==> src/rtl/a5_keystream_gen.sv <==
// A5/1 keystream generator: loads a 64-bit key and a 22-bit frame number,
// mixes for 100 majority steps, then delivers NUM_BITS keystream bits
// as 32-bit words over a valid/ready handshake.
module a5_keystream_gen #(
    parameter int unsigned NUM_BITS = 228
) (
    input  logic        clk,
    input  logic        reset_n,
    input  logic        start,
    input  logic [63:0] key,
    input  logic [21:0] frame,
    output logic        busy,
    output logic        ks_valid,
    input  logic        ks_ready,
    output logic [31:0] ks_data,
    output logic        ks_last,
    output logic        done
);

    localparam int unsigned BITS_W      = $clog2(NUM_BITS + 1);
    localparam int unsigned CNT_W       = 7;
    localparam int unsigned KEY_STEPS   = 64;
    localparam int unsigned FRAME_STEPS = 22;
    localparam int unsigned MIX_STEPS   = 100;

    typedef enum logic [2:0] {
        S_IDLE,
        S_LOAD_KEY,
        S_LOAD_FRAME,
        S_MIX,
        S_GEN,
        S_HOLD
    } state_t;

    state_t              state_q, state_d;
    logic [18:0]         r1_q, r1_d;
    logic [21:0]         r2_q, r2_d;
    logic [22:0]         r3_q, r3_d;
    logic [63:0]         key_q, key_d;
    logic [21:0]         frame_q, frame_d;
    logic [CNT_W-1:0]    cnt_q, cnt_d;
    logic [BITS_W-1:0]   bits_left_q, bits_left_d;
    logic [4:0]          wbit_q, wbit_d;
    logic [31:0]         word_q, word_d;
    logic                last_q, last_d;
    logic                done_q, done_d;
    logic                busy_q, busy_d;
    logic                valid_q, valid_d;

    logic                maj;
    logic                in_bit;
    logic                out_bit;
    logic [18:0]         r1_maj;
    logic [21:0]         r2_maj;
    logic [22:0]         r3_maj;
    logic [31:0]         gen_word;

    function automatic logic [18:0] step_r1(input logic [18:0] r, input logic b);
        return {r[17:0], r[18] ^ r[17] ^ r[16] ^ r[13] ^ b};
    endfunction

    function automatic logic [21:0] step_r2(input logic [21:0] r, input logic b);
        return {r[20:0], r[21] ^ r[20] ^ b};
    endfunction

    function automatic logic [22:0] step_r3(input logic [22:0] r, input logic b);
        return {r[21:0], r[22] ^ r[21] ^ r[20] ^ r[7] ^ b};
    endfunction

    // Majority-clocked register candidates and the resulting output bit
    assign maj      = (r1_q[8] & r2_q[10]) | (r1_q[8] & r3_q[10]) | (r2_q[10] & r3_q[10]);
    assign r1_maj   = (r1_q[8]  == maj) ? step_r1(r1_q, 1'b0) : r1_q;
    assign r2_maj   = (r2_q[10] == maj) ? step_r2(r2_q, 1'b0) : r2_q;
    assign r3_maj   = (r3_q[10] == maj) ? step_r3(r3_q, 1'b0) : r3_q;
    assign out_bit  = r1_maj[18] ^ r2_maj[21] ^ r3_maj[22];
    assign gen_word = {word_q[30:0], out_bit};
    assign in_bit   = (state_q == S_LOAD_KEY) ? key_q[cnt_q[5:0]] : frame_q[cnt_q[4:0]];

    // Next-state and datapath update
    always_comb begin
        state_d     = state_q;
        r1_d        = r1_q;
        r2_d        = r2_q;
        r3_d        = r3_q;
        key_d       = key_q;
        frame_d     = frame_q;
        cnt_d       = cnt_q;
        bits_left_d = bits_left_q;
        wbit_d      = wbit_q;
        word_d      = word_q;
        last_d      = last_q;
        done_d      = 1'b0;

        case (state_q)
            S_IDLE: begin
                // done_q high means the previous session just ended; ignore start then
                if (start && !done_q) begin
                    state_d     = S_LOAD_KEY;
                    key_d       = key;
                    frame_d     = frame;
                    r1_d        = '0;
                    r2_d        = '0;
                    r3_d        = '0;
                    cnt_d       = '0;
                    bits_left_d = BITS_W'(NUM_BITS);
                    wbit_d      = '0;
                    word_d      = '0;
                    last_d      = 1'b0;
                end
            end
            S_LOAD_KEY: begin
                r1_d  = step_r1(r1_q, in_bit);
                r2_d  = step_r2(r2_q, in_bit);
                r3_d  = step_r3(r3_q, in_bit);
                cnt_d = cnt_q + CNT_W'(1);
                if (cnt_q == CNT_W'(KEY_STEPS - 1)) begin
                    state_d = S_LOAD_FRAME;
                    cnt_d   = '0;
                end
            end
            S_LOAD_FRAME: begin
                r1_d  = step_r1(r1_q, in_bit);
                r2_d  = step_r2(r2_q, in_bit);
                r3_d  = step_r3(r3_q, in_bit);
                cnt_d = cnt_q + CNT_W'(1);
                if (cnt_q == CNT_W'(FRAME_STEPS - 1)) begin
                    state_d = S_MIX;
                    cnt_d   = '0;
                end
            end
            S_MIX: begin
                r1_d  = r1_maj;
                r2_d  = r2_maj;
                r3_d  = r3_maj;
                cnt_d = cnt_q + CNT_W'(1);
                if (cnt_q == CNT_W'(MIX_STEPS - 1)) begin
                    state_d = S_GEN;
                    cnt_d   = '0;
                    wbit_d  = '0;
                end
            end
            S_GEN: begin
                r1_d        = r1_maj;
                r2_d        = r2_maj;
                r3_d        = r3_maj;
                bits_left_d = bits_left_q - BITS_W'(1);
                wbit_d      = wbit_q + 5'd1;
                word_d      = gen_word;
                if (wbit_q == 5'd31 || bits_left_q == BITS_W'(1)) begin
                    state_d = S_HOLD;
                    // left-align a short final word, zero-filling the low bits
                    word_d  = gen_word << (5'd31 - wbit_q);
                    last_d  = (bits_left_q == BITS_W'(1));
                end
            end
            S_HOLD: begin
                if (ks_ready) begin
                    if (last_q) begin
                        state_d     = S_IDLE;
                        done_d      = 1'b1;
                        cnt_d       = '0;
                        bits_left_d = '0;
                        wbit_d      = '0;
                        last_d      = 1'b0;
                    end else begin
                        state_d = S_GEN;
                        wbit_d  = '0;
                    end
                end
            end
            default: state_d = S_IDLE;
        endcase

        busy_d  = (state_d != S_IDLE);
        valid_d = (state_d == S_HOLD);
    end

    // State and datapath registers
    always_ff @(posedge clk or negedge reset_n) begin
        if (!reset_n) begin
            state_q     <= S_IDLE;
            r1_q        <= '0;
            r2_q        <= '0;
            r3_q        <= '0;
            key_q       <= '0;
            frame_q     <= '0;
            cnt_q       <= '0;
            bits_left_q <= '0;
            wbit_q      <= '0;
            word_q      <= '0;
            last_q      <= 1'b0;
            done_q      <= 1'b0;
            busy_q      <= 1'b0;
            valid_q     <= 1'b0;
        end else begin
            state_q     <= state_d;
            r1_q        <= r1_d;
            r2_q        <= r2_d;
            r3_q        <= r3_d;
            key_q       <= key_d;
            frame_q     <= frame_d;
            cnt_q       <= cnt_d;
            bits_left_q <= bits_left_d;
            wbit_q      <= wbit_d;
            word_q      <= word_d;
            last_q      <= last_d;
            done_q      <= done_d;
            busy_q      <= busy_d;
            valid_q     <= valid_d;
        end
    end

    assign busy     = busy_q;
    assign ks_valid = valid_q;
    assign ks_data  = word_q;
    assign ks_last  = last_q;
    assign done     = done_q;

endmodule

==> config.mk <==
export PLATFORM = sky130hd
export DESIGN_NAME = a5_keystream_gen
export DESIGN_NICKNAME = d
export VERILOG_FILES = /design/src/rtl/a5_keystream_gen.sv
export SDC_FILE = /design/constraint.sdc
export NUM_CORES = 1
export LEC_CHECK = 0
export BUFFER_PORTS_ARGS = -buffer_cell sky130_fd_sc_hd__buf_2
export CORE_MARGIN = 2
export CORE_UTILIZATION = 55
export CTS_BUF_LIST = sky130_fd_sc_hd__clkbuf_16
export DETAILED_ROUTE_END_ITERATION = 8
export PLACE_DENSITY_LB_ADDON = 0.2
export SKIP_CTS_REPAIR_TIMING = 1
export SYNTH_ARGS = -nofsm -noshare
export SYNTH_HDL_FRONTEND = slang
export SYNTH_SLANG_ARGS = --single-unit
export TNS_END_PERCENT = 10
==> constraint.sdc <==
create_clock -name clk -period 4.6 [get_ports clk]
set_clock_uncertainty 0.05 [all_clocks]
set_input_delay 0.69 -clock clk [delete_from_list [all_inputs] [get_ports clk]]
set_output_delay 0.69 -clock clk [all_outputs]
set_load 0.01 [all_outputs]
==> results of run 1 <==
==> metrics by stage <==
stage | cells | area (um^2) | power [W]
after floorplan | 1032 | 11000 | 0.005016
after global placement | 1367 | 11820 | 0.006327
after detailed placement | 1367 | 11820 | 0.006409
after CTS | 1410 | 12540 | 0.008202
after global routing | 1410 | 12540 | 0.008692
final | 1412 | 12550 | 0.008180
==> layer usage <==
metal,global-route usage,up-vias,part of all wire
met5,0,-,0.00051
met4,0.07696,2,0.030
met3,0.05987,61,0.086
met2,0.3723,340,0.46
met1,0.3359,4079,0.43
li1,-,3954,-
==> logic make-up after synthesis <==
family | share of synthesized area
flops | 0.4754
buf+inv | 0.03173
simple gates | 0.1100
compound gates | 0.1417
xor+xnor | 0.01001
fa+ha+maj | 0.01115
mux | 0.2200
==> synthesized netlist by cell type, types with 4 or more instances <==
library cell	number	area share
a211oi_1	8	0.0055
a21oi_1	30	0.014
a221oi_1	5	0.0040
a222oi_1	4	0.0036
a22o_1	7	0.0056
a22oi_1	25	0.017
a31oi_1	11	0.0063
and3_1	4	0.0023
buf_1	10	0.0034
buf_2	11	0.0050
clkbuf_1	49	0.017
dfrtp_1	209	0.48
ha_1	9	0.010
inv_1	9	0.0031
mux2_2	105	0.11
mux2i_1	49	0.045
mux4_1	13	0.031
mux4_2	18	0.037
nand2_1	167	0.057
nand2b_1	9	0.0051
nand3_1	12	0.0055
nand3b_1	4	0.0027
nand4_1	4	0.0023
nor2_1	50	0.017
nor2b_1	8	0.0045
nor3_1	7	0.0032
o211ai_1	6	0.0041
o21ai_0	118	0.054
o21ai_1	4	0.0018
o221ai_1	4	0.0032
o22a_1	4	0.0032
o22ai_1	4	0.0023
xnor2_1	8	0.0064
==> sequential cells by signal, summed over array words and instances, names as in the netlist, 3 cells and up <==
name         flops
bits_left_q      8
cnt_q            7
frame_q         22
key_q           64
ks_data         32
r1_q            19
r2_q            22
r3_q            23
state_q          3
wbit_q           5
==> layout make-up <==
cell class	count	area share
clock inverters	18	0.007777
clock buffers	25	0.04985
diodes	2	0.0003988
multi-input cells	740	0.4337
flip-flops and latches	209	0.4169
well taps	265	0.02642
inverters	11	0.003290
repair buffers	142	0.06172
==> critical path: stages (launching register included) <==
cell,delay (ns)
dfrtp_1,0.41
maj3_1,0.41
ha_1,0.40
mux2i_1,0.20
xnor3_1,0.51
a31o_2,0.32
mux2_2,0.27
a22o_1,0.20
a222oi_1,0.32
inv_1,0.07
==> power breakdown <==
group | leakage (nW) | internal (W) | total [W] | switching (W)
logic | 2.66 | 0.00154 | 0.00347 | 0.00193
clock network | 0.386 | 0.00103 | 0.00177 | 0.000742
registers | 2.77 | 0.00238 | 0.00294 | 0.000559
==> worst min-delay path by stage <==
| stage | from | end | slack (ns) | cells past startpoint |
|---|---|---|---|---|
| after floorplan | reset_n | bits_left_q[0] | 0.34 | 0 |
| after global placement | r1_q[9] | r1_q[9] | 0.41 | 2 |
| after detailed placement | r1_q[11] | r1_q[11] | 0.42 | 2 |
| after CTS | key[45] | key_q[45] | 0.33 | 2 |
| after global routing | frame[5] | frame_q[5] | 0.34 | 2 |
| final | reset_n | r3_q[16] | 0.29 | 1 |
==> cell usage in the layout (no fill, tap or decap), types with 5 or more instances in the layout <==
master     Yosys  routed
clkbuf_16      0      25
a22o_1         7       7
nor2_1        50      50
a21oi_1       30      30
mux4_2        18      18
dfrtp_1      209     208
mux2_2       105     105
buf_2         11     124
nand3_1       12      11
nand2_1      167     167
inv_1          9      17
nand2b_1       9       9
a221oi_1       5       5
mux2i_1       49      49
o211ai_1       6       6
a211oi_1       8       8
nor2b_1        8       8
clkinv_1       1       7
ha_1           9       9
buf_4          0      16
mux4_1        13      13
nor3_1         7       6
a22oi_1       25      25
xnor2_1        8       8
o21ai_0      118     118
a31oi_1       11      11
==> metrics.txt, run 1 <==
Crit path arrival time 3.62 ns; Period Utilization, post-route 0.7114; CTS tree done; worst skew pair latency 0.52 ns; Worst Hold Class in -> async; Final Hold Fails 0; Max Clock Freq 305.6 MHz; pin count of the biggest net entering global routing 124; Final Max Tran Viols 0; Overall Global Routing Usage 0.2401; H-tree level count 1; DP Wirelength 16810 um; worst vdd ir 0.3890 mV; pwr/cell area 651.8 nW/um^2; die outline height 145.4 um; DR vias 8436; Synth Cell Area 11000 um^2; total wire length 25660 um; Site Rows 51; antenna violations before repair 3; Mapped Cells 1032; Critical Path Fanout Max 5; DR WL/cell 18.17 um; clock sinks 209; clock-pin transition on the worst setup and hold timing paths 0.06 ns; Worst-Margin Slew 0.9854 ns; setup_tns 0 ns; RSZ-0062 raised after global routing no; fillcell total 1596; slack of the critical path 1.327 ns; Finish-stage setup viols 0; launch point of the critical path r3_q[10]; Setup crit start kind flop; fraction of layout cells with a size suffix above 1 0.2681; FFs w/ async S/R, synth 1.000; reg2reg start r3_q[10]; relative slew slack 0.3430; post-route minimum period 3.273 ns; fin nets 1227; flop-to-flop setup slack 1.33 ns; pre-CTS setup slack 1.340 ns; Cell variety after synth 64; sequential standard cell area 5231 um^2; core box area 19530 um^2; Post-route DRC 0; sequential share of the synthesized area 0.4754; Clock Tree Buf Depth 3; yosys warns 0; DIE AREA 21150 um^2; post-route ant nets 0; area delta synth->final 14.08%; CTS root buffer clkbuf_16; post-layout util 0.6427; Mapped Nets 1131; Setup CP Type reg -> reg; aggregate global routing overflow 0; final hold slack 0.2850 ns; die width 145.4 um; worst flop-to-flop path endpoint ks_data[10]; crit path capture type flop; via/cell ratio 5.975; drt initial violations 632; IO buf count 125; I/O Pins 126; number of enable flip-flop cells after synthesis 0; synthesis-stage register bit count 209; Num CTS Buffers 24; Syn Area/Cell 10.66 um^2; Final GP Congestion 0.8826; first-pass GRT wire length 42170 um; multi-input logic area 5443 um^2; worst-case reg-to-reg path depth 9; outcome complete, no violations; Top FF cell, synth dfrtp_1; max cap viols 0; starting density of the core 0.5634; Leakage Power 5.814 nW; DRT Pass-1 Iters 5; number of global-route vias before repair 8180; Critical path destination ks_data[10]; Critical Path RT 4.94 ns
(Power assumes the default switching activity.)
==> run 2, diff against run 1 <==
ABC_AREA = 1   (was unset)
CORE_UTILIZATION = 54   (was 55)
clock period = 2.7 ns   (was 4.6 ns; I/O delays follow)
==> run 2 against run 1 <==
Worst hold slack worse by 0.26 ns. Area after synthesis increased by 2.6%. Combinational power up 63%. Non-clock buffer count grew 21. Clock power up 67%. Critical path type unchanged. Largest cell class is now registers. Largest power group unchanged. Highest routed layer is now met4.
==> metrics.txt, run 2 <==
H-tree level count 1 (unchanged); Worst Hold Class in -> reg; sequential share of the synthesized area 0.4635 (-0.01191); clock sinks 209 (unchanged); Top reg by flops key_q; Max Clock Freq 407.9 MHz (+33%); Yosys top cell area share 0.4635 (-0.01191); IO buf count 125 (unchanged); via/cell ratio 5.482 (-8.3%); FFs w/ async S/R, synth 1.000 (unchanged); Critical Path Fanout Max 5 (unchanged); crit path capture type flop; max reg flops 64 (unchanged); Cell variety after synth 43 (-33%); Finish-stage setup viols 0 (unchanged); Setup crit start kind flop; most frequent cells in the layout nand2_1 (475), dfrtp_1 (208), inv_1 (171), o21ai_0 (127), buf_2 (124); non-filler instance count after layout 1902 (+35%); Leakage Power 6.351 nW (+9.2%); area delta synth->final 14.28%; yosys warns 0 (unchanged); Clock Tree Buf Depth 3 (unchanged); worst vdd ir 0.6511 mV (+67%); Mapped Cells 1509 (+46%); family with the most delay on the worst path simple AND/OR/NAND/NOR gates; DIE AREA 22070 um^2 (+4.3%); # diodes 0 (-2); Final GP Congestion 0.9201 (+4.2%); leading area contributor after synthesis dfrtp_1; post-layout util 0.6332 (-0.009500); core box area 20360 um^2 (+4.3%); Setup CP Type reg -> reg; Synth Cell Area 11280 um^2 (+2.6%); most frequent cells after synthesis nand2_1 (475), dfrtp_1 (209), inv_1 (163), o21ai_0 (130), nor2_1 (103); fin nets 1714 (+40%); worst-path cell chain inv_1, o21ai_2, ha_2, nand2_1, inv_1, nor2_1, nand2_1, nand2_1, nand2_1, nand2_2, nand2_1, nand3_1, nor2_1, o211ai_1, nand4_1; CP bufs+invs 2 (+1); max cap viols 0 (unchanged); Placed Cells 1858 (+36%); outcome complete, no violations; Syn Area/Cell 7.477 um^2 (-30%); Num CTS Buffers 24 (unchanged); synthesis-stage register bit count 209 (unchanged); CP most frequent cell nand2_1; die width 148.6 um (+2.1%); starting density of the core 0.5541 (-0.009306); setup_tns 0 ns (unchanged); top cells by area, synth dfrtp_1 (46%), nand2_1 (16%), o21ai_0 (5.8%); CTS root buffer clkbuf_16; relative slew slack 0.6233 (+0.2803); Final Hold Fails 0 (unchanged); Overall Global Routing Usage 0.2794 (+0.03937); number of enable flip-flop cells after synthesis 0 (unchanged); antenna violations before repair 0 (-3); Top FF cell, synth dfrtp_1; post-route minimum period 2.452 ns (-0.8208 ns); first-pass GRT wire length 49810 um (+18%); Critical Path RT 3.03 ns (-1.91 ns); Mapped Nets 1608 (+42%); post-route ant nets 0 (unchanged); CP peak stage delay 0.38 ns (-0.13 ns); total wire length 30380 um (+18%); commonest non-fill, non-tap cell in the layout nand2_1; DR WL/cell 15.97 um (-12%); DRT Pass-1 Iters 6 (+1); Final Max Tran Viols 0 (unchanged); CP max stage cell dfrtp_1; DR vias 10426 (+24%); fillcell total 1844 (+16%); aggregate global routing overflow 0 (unchanged); pin count of the biggest net entering global routing 118 (-4.8%); I/O Pins 126 (unchanged); Site Rows 52 (+2.0%); Period Utilization, post-route 0.9080 (+0.1966); clock-pin transition on the worst setup and hold timing paths 0.06 ns (about the same); pwr/cell area 1045 nW/um^2 (+60%); Crit path arrival time 2.79 ns (-0.83 ns); Post-route DRC 0 (unchanged); worst skew pair latency 0.53 ns (about the same); DP Wirelength 21340 um (+27%); Worst-Margin Slew 0.5650 ns (-0.4204 ns); RSZ-0062 raised after global routing yes; CTS tree done; flop-to-flop setup slack 0.25 ns (-1.08 ns); number of global-route vias before repair 9872 (+21%); final hold slack 0.02398 ns (-0.2610 ns); fraction of layout cells with a size suffix above 1 0.1489 (-0.1192); die outline height 148.6 um (+2.1%); drt initial violations 972 (+54%); count leader, synth nand2_1
[run 2: cell count changes after synthesis, sizes merged, moves of 25 or more]
cell    before  now
nor2        50  114
nand2      167  479
mux2i       49    8
inv         10  178
mux2       105    0
o211ai       6   31
o22ai        4   59
nand3       12   96
buf         23   58
mux4        31    0
[run 2: logic make-up after synthesis]
| logic type | after synthesis | synth area share |
|---|---|---|
| mux | 8 | 0.007097 |
| fa+ha+maj | 9 | 0.009980 |
| compound gates | 297 | 0.1530 |
| flops | 209 | 0.4635 |
| simple gates | 714 | 0.2608 |
| xor+xnor | 11 | 0.008539 |
| buf+inv | 261 | 0.09703 |
[run 2: layout make-up]
type / instances / area (um^2) / area share
inverters: 178 / 670.6 / 0.05201
flip-flops and latches: 209 / 5231 / 0.4057
well taps: 270 / 337.8 / 0.02620
multi-input cells: 1039 / 4980 / 0.3862
clock inverters: 19 / 115.1 / 0.008927
clock buffers: 24 / 600.6 / 0.04657
repair buffers: 163 / 959.7 / 0.07442
[run 2: path summary, 6_finish.rpt]
path | startpoint | endpoint | cells after the start
max | r2_q[10] | ks_data[25] | 15
min | key[21] | key_q[21] | 3
max reg2reg | r2_q[10] | ks_data[25] | 15
min reg2reg | key_q[41] | key_q[41] | 2
max in group asynchronous | reset_n | bits_left_q[6] | 3
min in group asynchronous | reset_n | r2_q[6] | 2
[run 2: worst min-delay path, stage by stage]
cell and delay, ns:
buf_2 0.07, nand2_1 0.04, nand2_1 0.05
[run 2: per-stage QoR]
stage | cell area (um^2) | power (W) | setup WS (ns)
finish | 12890 | 0.01348 | 0.2483
detailed placement | 12150 | 0.01046 | 0.03715
CTS | 12860 | 0.01349 | 0.02636
floorplan | 11280 | 0.008809 | 0.5166
global placement | 12150 | 0.01033 | 0.1128
global route | 12890 | 0.01455 | -0.03816
[run 2: power breakdown]
| group | switching (W) | leakage [nW] | internal [W] |
|---|---|---|---|
| Combinational | 0.00380 | 3.27 | 0.00187 |
| Clock | 0.00127 | 0.374 | 0.00170 |
| Sequential | 0.000671 | 2.71 | 0.00417 |
| Total | 0.00574 | 6.35 | 0.00774 |
[run 2: layer usage]
| metal | vias to the layer above | track usage | routed length [um] |
|---|---|---|---|
| li1 | 5092 | - | - |
| met1 | 4878 | 0.3978 | 13440 |
| met2 | 401 | 0.4421 | 13850 |
| met3 | 55 | 0.04479 | 2283 |
| met4 | 0 | 0.08857 | 808 |
| met5 | - | 0 | 0 |
